`config.mk`:
```
export PLATFORM = sky130hd
export DESIGN_NAME = mm_bus_arbiter
export DESIGN_NICKNAME = d
export VERILOG_FILES = /design/src/rtl/mm_bus_arbiter.sv
export SDC_FILE = /design/constraint.sdc
export NUM_CORES = 1
export LEC_CHECK = 0
export ABC_AREA = 1
export CAP_MARGIN = 20
export CELL_PAD_IN_SITES_DETAIL_PLACEMENT = 1
export CELL_PAD_IN_SITES_GLOBAL_PLACEMENT = 2
export CORE_UTILIZATION = 19
export CTS_CLUSTER_SIZE = 28
export DETAILED_ROUTE_END_ITERATION = 8
export GPL_ROUTABILITY_DRIVEN = 0
export HOLD_SLACK_MARGIN = 0.05
export PLACE_DENSITY_LB_ADDON = 0.1
export SYNTH_ARGS = -nofsm -noshare
export SYNTH_HDL_FRONTEND = slang
export SYNTH_SLANG_ARGS = --single-unit
```
`constraint.sdc`:
```
create_clock -name clk -period 1.5 [get_ports clk]
set_input_delay 0.375 -clock clk [delete_from_list [all_inputs] [get_ports clk]]
set_output_delay 0.375 -clock clk [all_outputs]
set_load 0.05 [all_outputs]
```
`src/rtl/mm_bus_arbiter.sv`:
```
// Shares the peripheral bus between the CPU (absolute, zero-latency priority)
// and one auxiliary master served by a pulse-request / ack handshake.
//
// state    | meaning
// ---------+--------------------------------------------------------------
// S_IDLE   | no aux transaction; waiting for an aux_req pulse
// S_ISSUE  | aux request latched; drives the bus on the first CPU-free cycle
// S_DONE   | aux access finished; aux_ack with aux_err = 0
// S_REJECT | request targeted internal DM space; aux_ack with aux_err = 1
module mm_bus_arbiter #(
  parameter int AW = 16,
  parameter int DW = 16
) (
  input  logic          clk,
  input  logic          rst_n,
  input  logic [AW-1:0] cpu_addr,
  input  logic [DW-1:0] cpu_wdata,
  input  logic          cpu_re,
  input  logic          cpu_we,
  output logic [DW-1:0] cpu_rdata,
  input  logic          aux_req,
  input  logic          aux_we,
  input  logic [AW-1:0] aux_addr,
  input  logic [DW-1:0] aux_wdata,
  output logic          aux_busy,
  output logic          aux_ack,
  output logic          aux_err,
  output logic [DW-1:0] aux_rdata,
  output logic [7:0]    aux_wait_cnt,
  output logic [AW-1:0] bus_addr,
  output logic [DW-1:0] bus_wdata,
  output logic          bus_re,
  output logic          bus_we,
  input  logic [DW-1:0] bus_rdata
);

  typedef enum logic [1:0] {
    S_IDLE   = 2'd0,
    S_ISSUE  = 2'd1,
    S_DONE   = 2'd2,
    S_REJECT = 2'd3
  } state_t;

  state_t        state_q, state_d;
  logic [AW-1:0] addr_q, addr_d;
  logic [DW-1:0] wdata_q, wdata_d;
  logic          we_q, we_d;
  logic [DW-1:0] rdata_q, rdata_d;
  logic [7:0]    wait_q, wait_d;

  logic cpu_act;
  logic sel_aux;

  assign cpu_act = cpu_re | cpu_we;
  assign sel_aux = (state_q == S_ISSUE) & ~cpu_act;

  // CPU path stays purely combinational; aux only fills CPU-free cycles.
  assign bus_addr  = sel_aux ? addr_q : cpu_addr;
  assign bus_wdata = sel_aux ? wdata_q : cpu_wdata;
  assign bus_re    = cpu_re | (sel_aux & ~we_q);
  assign bus_we    = cpu_we | (sel_aux & we_q);
  assign cpu_rdata = bus_rdata;

  assign aux_busy     = (state_q != S_IDLE);
  assign aux_ack      = (state_q == S_DONE) | (state_q == S_REJECT);
  assign aux_err      = (state_q == S_REJECT);
  assign aux_rdata    = rdata_q;
  assign aux_wait_cnt = wait_q;

  always_ff @(posedge clk or negedge rst_n) begin
    if (!rst_n) begin
      state_q <= S_IDLE;
      addr_q  <= '0;
      wdata_q <= '0;
      we_q    <= 1'b0;
      rdata_q <= '0;
      wait_q  <= '0;
    end else begin
      state_q <= state_d;
      addr_q  <= addr_d;
      wdata_q <= wdata_d;
      we_q    <= we_d;
      rdata_q <= rdata_d;
      wait_q  <= wait_d;
    end
  end

  always_comb begin
    state_d = state_q;
    addr_d  = addr_q;
    wdata_d = wdata_q;
    we_d    = we_q;
    rdata_d = rdata_q;
    wait_d  = wait_q;
    case (state_q)
      S_IDLE: begin
        if (aux_req) begin
          addr_d  = aux_addr;
          wdata_d = aux_wdata;
          we_d    = aux_we;
          // Top three address bits all zero select the core's internal DM.
          if (aux_addr[AW-1 -: 3] == 3'b000) begin
            state_d = S_REJECT;
          end else begin
            wait_d  = '0;
            state_d = S_ISSUE;
          end
        end
      end
      S_ISSUE: begin
        if (cpu_act) begin
          if (wait_q != 8'hFF) wait_d = wait_q + 8'd1;
        end else begin
          if (!we_q) rdata_d = bus_rdata;
          state_d = S_DONE;
        end
      end
      S_DONE:   state_d = S_IDLE;
      S_REJECT: state_d = S_IDLE;
      default:  state_d = S_IDLE;
    endcase
  end

endmodule

```
==> run metrics, run 1 <==
outcome=complete, but fails checks; violated checks=negative setup slack; Max Transition Viols Final=0; CTS Buf Count=9; P per Cell Area=approximately 1700 nW/um2; number of antenna violations at the first check in global routing=0; Crit Path Class=reg2out; post-synth top area share=0.483; Post-synth EDFFs=0; routed vias/inst=4.05; Initial Util=0.194; layout cells sized above 1=0.479; Final Non-Filler Cells=~750; Post-route DRC=0; RSZ-0062 raised after global routing=true; Least-Margin Pin Slew=roughly 360 ps; Avg Inst Size Synth=8.69 um2; most used flip-flop cell after synthesis=dfrtp_1; CTS tree=yes; clock slew at reported path FFs=approximately 50 ps; synth top area cells=dfrtp_1 (48%), nand2_1 (19%), mux2_2 (10%); Final period util=1.34; Clock Skews=7.31 ps; clock root cell=clkbuf_16; vias in the first global route=~3300; first-pass GRT wire length=17800 um; Post-synth ARST share=1.00; Distinct cells, synth=25; ANT cells=0; pin count of the biggest net entering global routing=60; Inst Count DP=~720; cells on worst reg2reg path=9; number of fill cells in the layout=1751; max_cap viols=0; cell leakage power=2.92 nW; Syn Nets=roughly 440; WL per Instance=between 15 and 20 um; Int Pwr=between 0.006 and 0.007 W; # clock sinks=slightly below 60; Critical Path RT=approximately 1100 ps; Synth Area in Compound Gates=0.0356; final hold slack=around 43 ps; Post-Synth Simple-Gate Area=0.275; peak supply drop=slightly above 700 uV; clk_lat worst skew=approximately 320 ps; post-DP HPWL=slightly below 8000 um; total gr overflow=0; Synth-to-Final Area Change=113%; Peak Freq=~0.50 GHz; Clk pwr share=0.176; startpoint types=register; Switching Share=0.415; Comb pwr share=0.563; final worst slack=-503 ps; final setup vio count=between 40 and 50; synthesized area=3060 um2; Post-synth top cells=nand2_1 (158), dfrtp_1 (59), mux2_2 (28); Final Hold Viols=0; H-tree Lvls=3; Synth Area in XOR/XNOR=0; hold crit path type=in2async; Die Ht=129 um; min cycle time layout=about 2000 ps; Arr. time, crit path=between 1500 and 2000 ps; yosys warns=0; final wirelength=roughly 12000 um; Routed Antenna Nets=0; DRC marker count from the first detailed-route iteration=61; Cells after Synth=352; boundary pin count=about 160; register area share after synthesis=0.483; CP max FO=7; core footprint=roughly 16000 um2; cell type with the highest aggregate area in the netlist=dfrtp_1; TritonRoute pass-1 iters=4; die area=between 15000 and 20000 um2; dpl ws=-797 ps; multiplexer share of the synthesized area=0.107; DIE WIDTH=129 um; adder-cell area share of the yosys netlist=0.00409; slew margin rel.=0.757; Synth Register Bits=59; Final #Nets=between 600 and 700; most numerous cell in the Yosys netlist=nand2_1; Sw Pwr=around 0.0046 W; maximum clock insertion buffer count=2; IO Port Bufs=~160; Via Count=about 3000; num rows=between 40 and 50; Flop pwr share=0.261; Layout Utilization=0.413; largest family of logic cells by synthesized area=simple AND/OR/NAND/NOR gates; Total Routing Usage GR=0.143; Crit. End Element=output port
-- what timing repair did --
item                                    CTS  global route
gates cloned                              6             2
gates resized for setup                 104            16
pin swaps                                 1             2
endpoints found under the setup margin   59            61
setup buffers                             6             1
endpoints found under the hold margin     0             0
hold buffers                              0             0
-- final timing paths --
| kind | startpoint | endpoint | slack, ps |
|---|---|---|---|
| worst min register to register | wdata_q[7] | wdata_q[7] | 500 |
| worst max-delay path | state_q[0] | bus_re | -500 |
| worst max register to register | state_q[0] | aux_rdata[1] | -190 |
| min in group clk | wdata_q[7] | wdata_q[7] | 500 |
| max in group asynchronous | rst_n | wdata_q[4] | 1140 |
| worst min-delay path | rst_n | aux_rdata[14] | 40 |
-- metrics by stage --
step           power [W]  instance area [um2]  TNS [ps]
6_report          0.0110                 6520    -18110
5_1_grt           0.0116                 6520    -21610
4_1_cts           0.0110                 6400    -18240
3_5_place_dp     0.00845                 5620    -41960
3_3_place_gp     0.00835                 5620    -40620
2_1_floorplan    0.00603                 3390     -4110
-- state kept, by name (all words and copies together) (netlist names) --
name / cells
addr_q: 16
aux_rdata: 16
aux_wait_cnt: 8
state_q: 2
wdata_q: 16
we_q: 1
-- cell families after synthesis --
| logic type | after synthesis |
|---|---|
| AO/OA/AOI/OAI | 17 |
| adder cells (fa/ha/maj) | 1 |
| buffers and inverters | 46 |
| flip-flops | 59 |
| multiplexers | 29 |
| AND/OR/NAND/NOR | 200 |
-- worst max-delay path, cell delays in order (launching register included) --
cell,delay [ps]
dfrtp_1,360
inv_2,60
nor3_4,200
buf_6,140
buf_8,120
buf_16,150
nand2_8,60
nand2_4,60
buf_12,130
-- layout make-up --
cell class / count / area [um2] / share of cell area
repair buffers: 201 / 2680 / 0.411
multi-input cells: 248 / 1740 / 0.267
flip-flops and latches: 59 / 1480 / 0.227
clock buffers: 13 / 270 / 0.0415
well taps: 216 / 270 / 0.0415
inverters: 14 / 67.6 / 0.0104
clock inverters: 2 / 10.0 / 0.00154
-- per-layer routing --
| metal | track usage | wire, um | vias to the layer above |
|---|---|---|---|
| li1 | - | - | 1471 |
| met1 | 0.179 | 5050 | 1487 |
| met2 | 0.246 | 5900 | 80 |
| met3 | 0.0270 | 569 | 10 |
| met4 | 0.0478 | 146 | 0 |
| met5 | 0 | 0 | - |
-- power by group through the flow --
stage | combinational (W) | clock [W] | sequential [W]
2_1_floorplan | 0.00254 | 0 | 0.00349
3_3_place_gp | 0.00555 | 0 | 0.00281
3_5_place_dp | 0.00561 | 0 | 0.00284
4_1_cts | 0.00616 | 0.00201 | 0.00286
5_1_grt | 0.00655 | 0.00206 | 0.00297
6_report | 0.00621 | 0.00194 | 0.00287
-- cells in the final DEF, fill, tap and decap left out, drive strengths merged --
cell           instances
a21oi                  1
buf                  115
bufbuf                 1
clkbuf                14
clkdlybuf4s15          2
clkdlybuf4s50         82
clkinv                 2
dfrtp                 59
ha                     1
inv                   14
mux2                  29
nand2                161
nand3                 27
nand3b                 1
nand4                  1
nor2                   9
nor3                   1
o21ai                 14
o21bai                 2
or2                    1
Note: power is estimated with default switching activity, not from simulation.
==> run 2: changes to the inputs <==
- ABC_AREA: 1 -> default
- CORE_UTILIZATION: 19 -> 21
==> run 2 against run 1 <==
Net effect: the run still ends with negative setup slack left; total power decreased by 5.5%; first-iteration DRC count fell by 1.6%; sequential power is 3% lower; clock power grew 4%; critical path depth decreased by 2; clock skew is 3.5 ps higher; combinational power shrank 9.3%; via count shrank 12%; hold slack about the same; core utilization rose by 6.8 points; critical path type unchanged; largest power group unchanged.
==> run metrics, run 2 <==
outcome=complete, but fails checks; violated checks=negative setup slack; Multi-input gate area=1760 um2 (+1.0%); clock root cell=clkbuf_16; hold-fix buffers at CTS=0 (unchanged); Synth Register Bits=59 (unchanged); Reg area=1490 um2 (+0.34%); most common cell after layout, fill and taps aside=clkdlybuf4s50_1; dpl ws=-863 ps (-65.9 ps); vias in the first global route=2927 (-10%); startpoint types=register; Fin Setup TNS=-41880 ps (-23770 ps); # clock sinks=59 (unchanged); hold crit path type=in2async; routed vias/inst=4.32 (+6.7%); H-tree Lvls=3 (unchanged); DRC marker count from the first detailed-route iteration=60 (-1.6%); clock slew at reported path FFs=60 ps (about the same); TritonRoute pass-1 iters=3 (-1); IO Port Bufs=162 (unchanged); Final Hold Viols=0 (unchanged); pin count of the biggest net entering global routing=60 (unchanged); Clock Skews=10.8 ps (+3.50 ps); Post-synth top cells=mux2_2 (81), dfrtp_1 (59), buf_4 (16); layout cells sized above 1=0.611 (+0.132); RSZ-0062 raised after global routing=true; Peak Freq=0.443 GHz (-11%); post-synth top area share=0.497 (+0.0142); met1 GRT Util=0.179 (about the same); CTS tree=yes; first-pass GRT wire length=15900 um (-10%); Distinct cells, synth=34 (+36%); final worst slack=-759 ps (-256 ps); Die Ht=121 um (-6.2%); CP max FO=8 (+1); Arr. time, crit path=1880 ps (+250 ps); Post-synth EDFFs=0 (unchanged); cell type with the highest aggregate area in the netlist=dfrtp_1; Least-Margin Pin Slew=386 ps (+21.4 ps); Flop pwr share=0.266 (+0.005); CTS Buf Count=9 (unchanged); Switching Share=0.364 (-0.0519); Avg Inst Size Synth=13.1 um2 (+51%); clk_lat worst skew=330 ps (about the same); Int Pwr=0.00663 W (+2.9%); DIE WIDTH=121 um (-6.2%); GR Util met2=0.230 (-0.0161); GR Layer Usage met3=0.0489 (+0.0218); max_cap viols=0 (unchanged); Clk pwr share=0.193 (+0.017); slew margin rel.=0.740 (-0.0164); core footprint=13800 um2 (-12%); maximum clock insertion buffer count=2 (unchanged); Post-route DRC=0 (unchanged); synthesized area=2970 um2 (-2.9%); reg2reg end=aux_wait_cnt[2]; final hold slack=43.1 ps (+0.447 ps); number of fill cells in the layout=1351 (-23%); Initial Util=0.215 (+0.0209); most frequent cells in the layout=clkdlybuf4s50_1 (81), mux2_4 (79), dfrtp_1 (52); post-route cell area=6650 um2 (+2.1%); cell leakage power=2.95 nW (+1.0%); Post-DP Area=5510 um2 (-1.8%); Syn Nets=314 (-28%); Crit. End Element=output port; yosys warns=0 (unchanged); Comb pwr share=0.541 (-0.022); register area share after synthesis=0.497 (+0.0142); Routed Antenna Nets=0 (unchanged); Final Non-Filler Cells=622 (-17%); final wirelength=11100 um (-5.3%); reg-to-reg setup timing slack=-450 ps (-260 ps); Total Routing Usage GR=0.145 (+0.00246); post-DP HPWL=6930 um (-11%); Via Count=2687 (-12%); Crit Path Class=reg2out; Synth-to-Final Area Change=124%; ANT cells=0 (unchanged); total gr overflow=0 (unchanged); min cycle time layout=2260 ps (+256 ps); Final #Nets=526 (-15%); Inst Count DP=581 (-20%); die area=14600 um2 (-12%); grt peak-use layer=met2; Cells after Synth=227 (-36%); peak supply drop=864 uV (+20%); num rows=43 (-6.5%); most used flip-flop cell after synthesis=dfrtp_1; boundary pin count=163 (unchanged); Critical Path RT=1120 ps (about the same); P per Cell Area=1570 nW/um2 (-7.4%); most numerous cell in the Yosys netlist=mux2_2; WL per Instance=17.8 um (+15%); Max Transition Viols Final=0 (unchanged); synth top area cells=dfrtp_1 (50%), mux2_2 (31%), buf_4 (4.0%); Post-synth ARST share=1.00 (unchanged); RR Startpoint=state_q[0]; number of antenna violations at the first check in global routing=0 (unchanged); Final period util=1.51 (+0.171); final setup vio count=94 (+92%); cells on worst reg2reg path=9 (unchanged); Sw Pwr=0.00379 W (-17%)
[run 2: power by group through the flow]
stage / clock [W] / combinational (W) / sequential (W)
detailed placement: 0 / 0.00476 / 0.00277
floorplan: 0 / 0.00178 / 0.00347
finish: 0.00201 / 0.00563 / 0.00277
global route: 0.00215 / 0.00589 / 0.00285
global placement: 0 / 0.00471 / 0.00275
CTS: 0.00209 / 0.00529 / 0.00277
[run 2: cell families after synthesis]
logic type,count (synthesis),synth area share
buf+inv,31,0.0636
fa+ha+maj,1,0.00421
mux,84,0.318
simple gates,35,0.0754
flops,59,0.497
compound gates,17,0.0421
[run 2: stage by stage]
step	power (W)	utilization
finish	0.0104	0.481
global route	0.0109	0.481
CTS	0.0101	0.455
detailed placement	0.00754	0.399
global placement	0.00746	0.399
floorplan	0.00524	-
[run 2: layout make-up]
type | count | area share
Timing Repair Buffer | 228 | 0.434
Tap cell | 180 | 0.0339
Multi-Input combinational cell | 137 | 0.265
Sequential cell | 59 | 0.223
Clock inverter | 3 | 0.00602
Inverter | 4 | 0.00226
Clock buffer | 11 | 0.0365
[run 2: per-layer routing]
metal  share of wire  wire [um]
met2            0.47       5220
met4           0.014        151
met1            0.44       4820
met3           0.077        853
met5               0          0
[run 2: worst max-delay path, stage by stage (launching register included)]
cell and delay [ps]:
dfrtp_1 370, nand2b_4 160, nor3_4 180, buf_6 180, clkbuf_16 190, mux2_4 310
buf_6 150
[run 2: worst max path at each step]
stage | start | cells past startpoint | end | slack [ps]
2_1_floorplan | state_q[1] | 5 | bus_re | -460
3_3_place_gp | cpu_we | 5 | bus_addr[15] | -830
3_5_place_dp | cpu_we | 5 | bus_addr[15] | -860
4_1_cts | state_q[1] | 6 | bus_wdata[12] | -800
5_1_grt | state_q[1] | 6 | bus_addr[4] | -840
6_report | state_q[1] | 6 | bus_addr[13] | -760
[run 2: repair_timing]
action | in CTS | in global routing
buffers inserted | 15 | 10
resized for setup | 77 | 66
pin swaps | 7 | 11
cloned | 4 | 4
endpoints found under the setup margin | 94 | 95
==> run 3: changes to the inputs <==
- ABC_CLOCK_PERIOD_IN_PS: default -> 1500
==> results of run 3 <==
No change in the layout: final DEF, timing and power equal those of run 2.
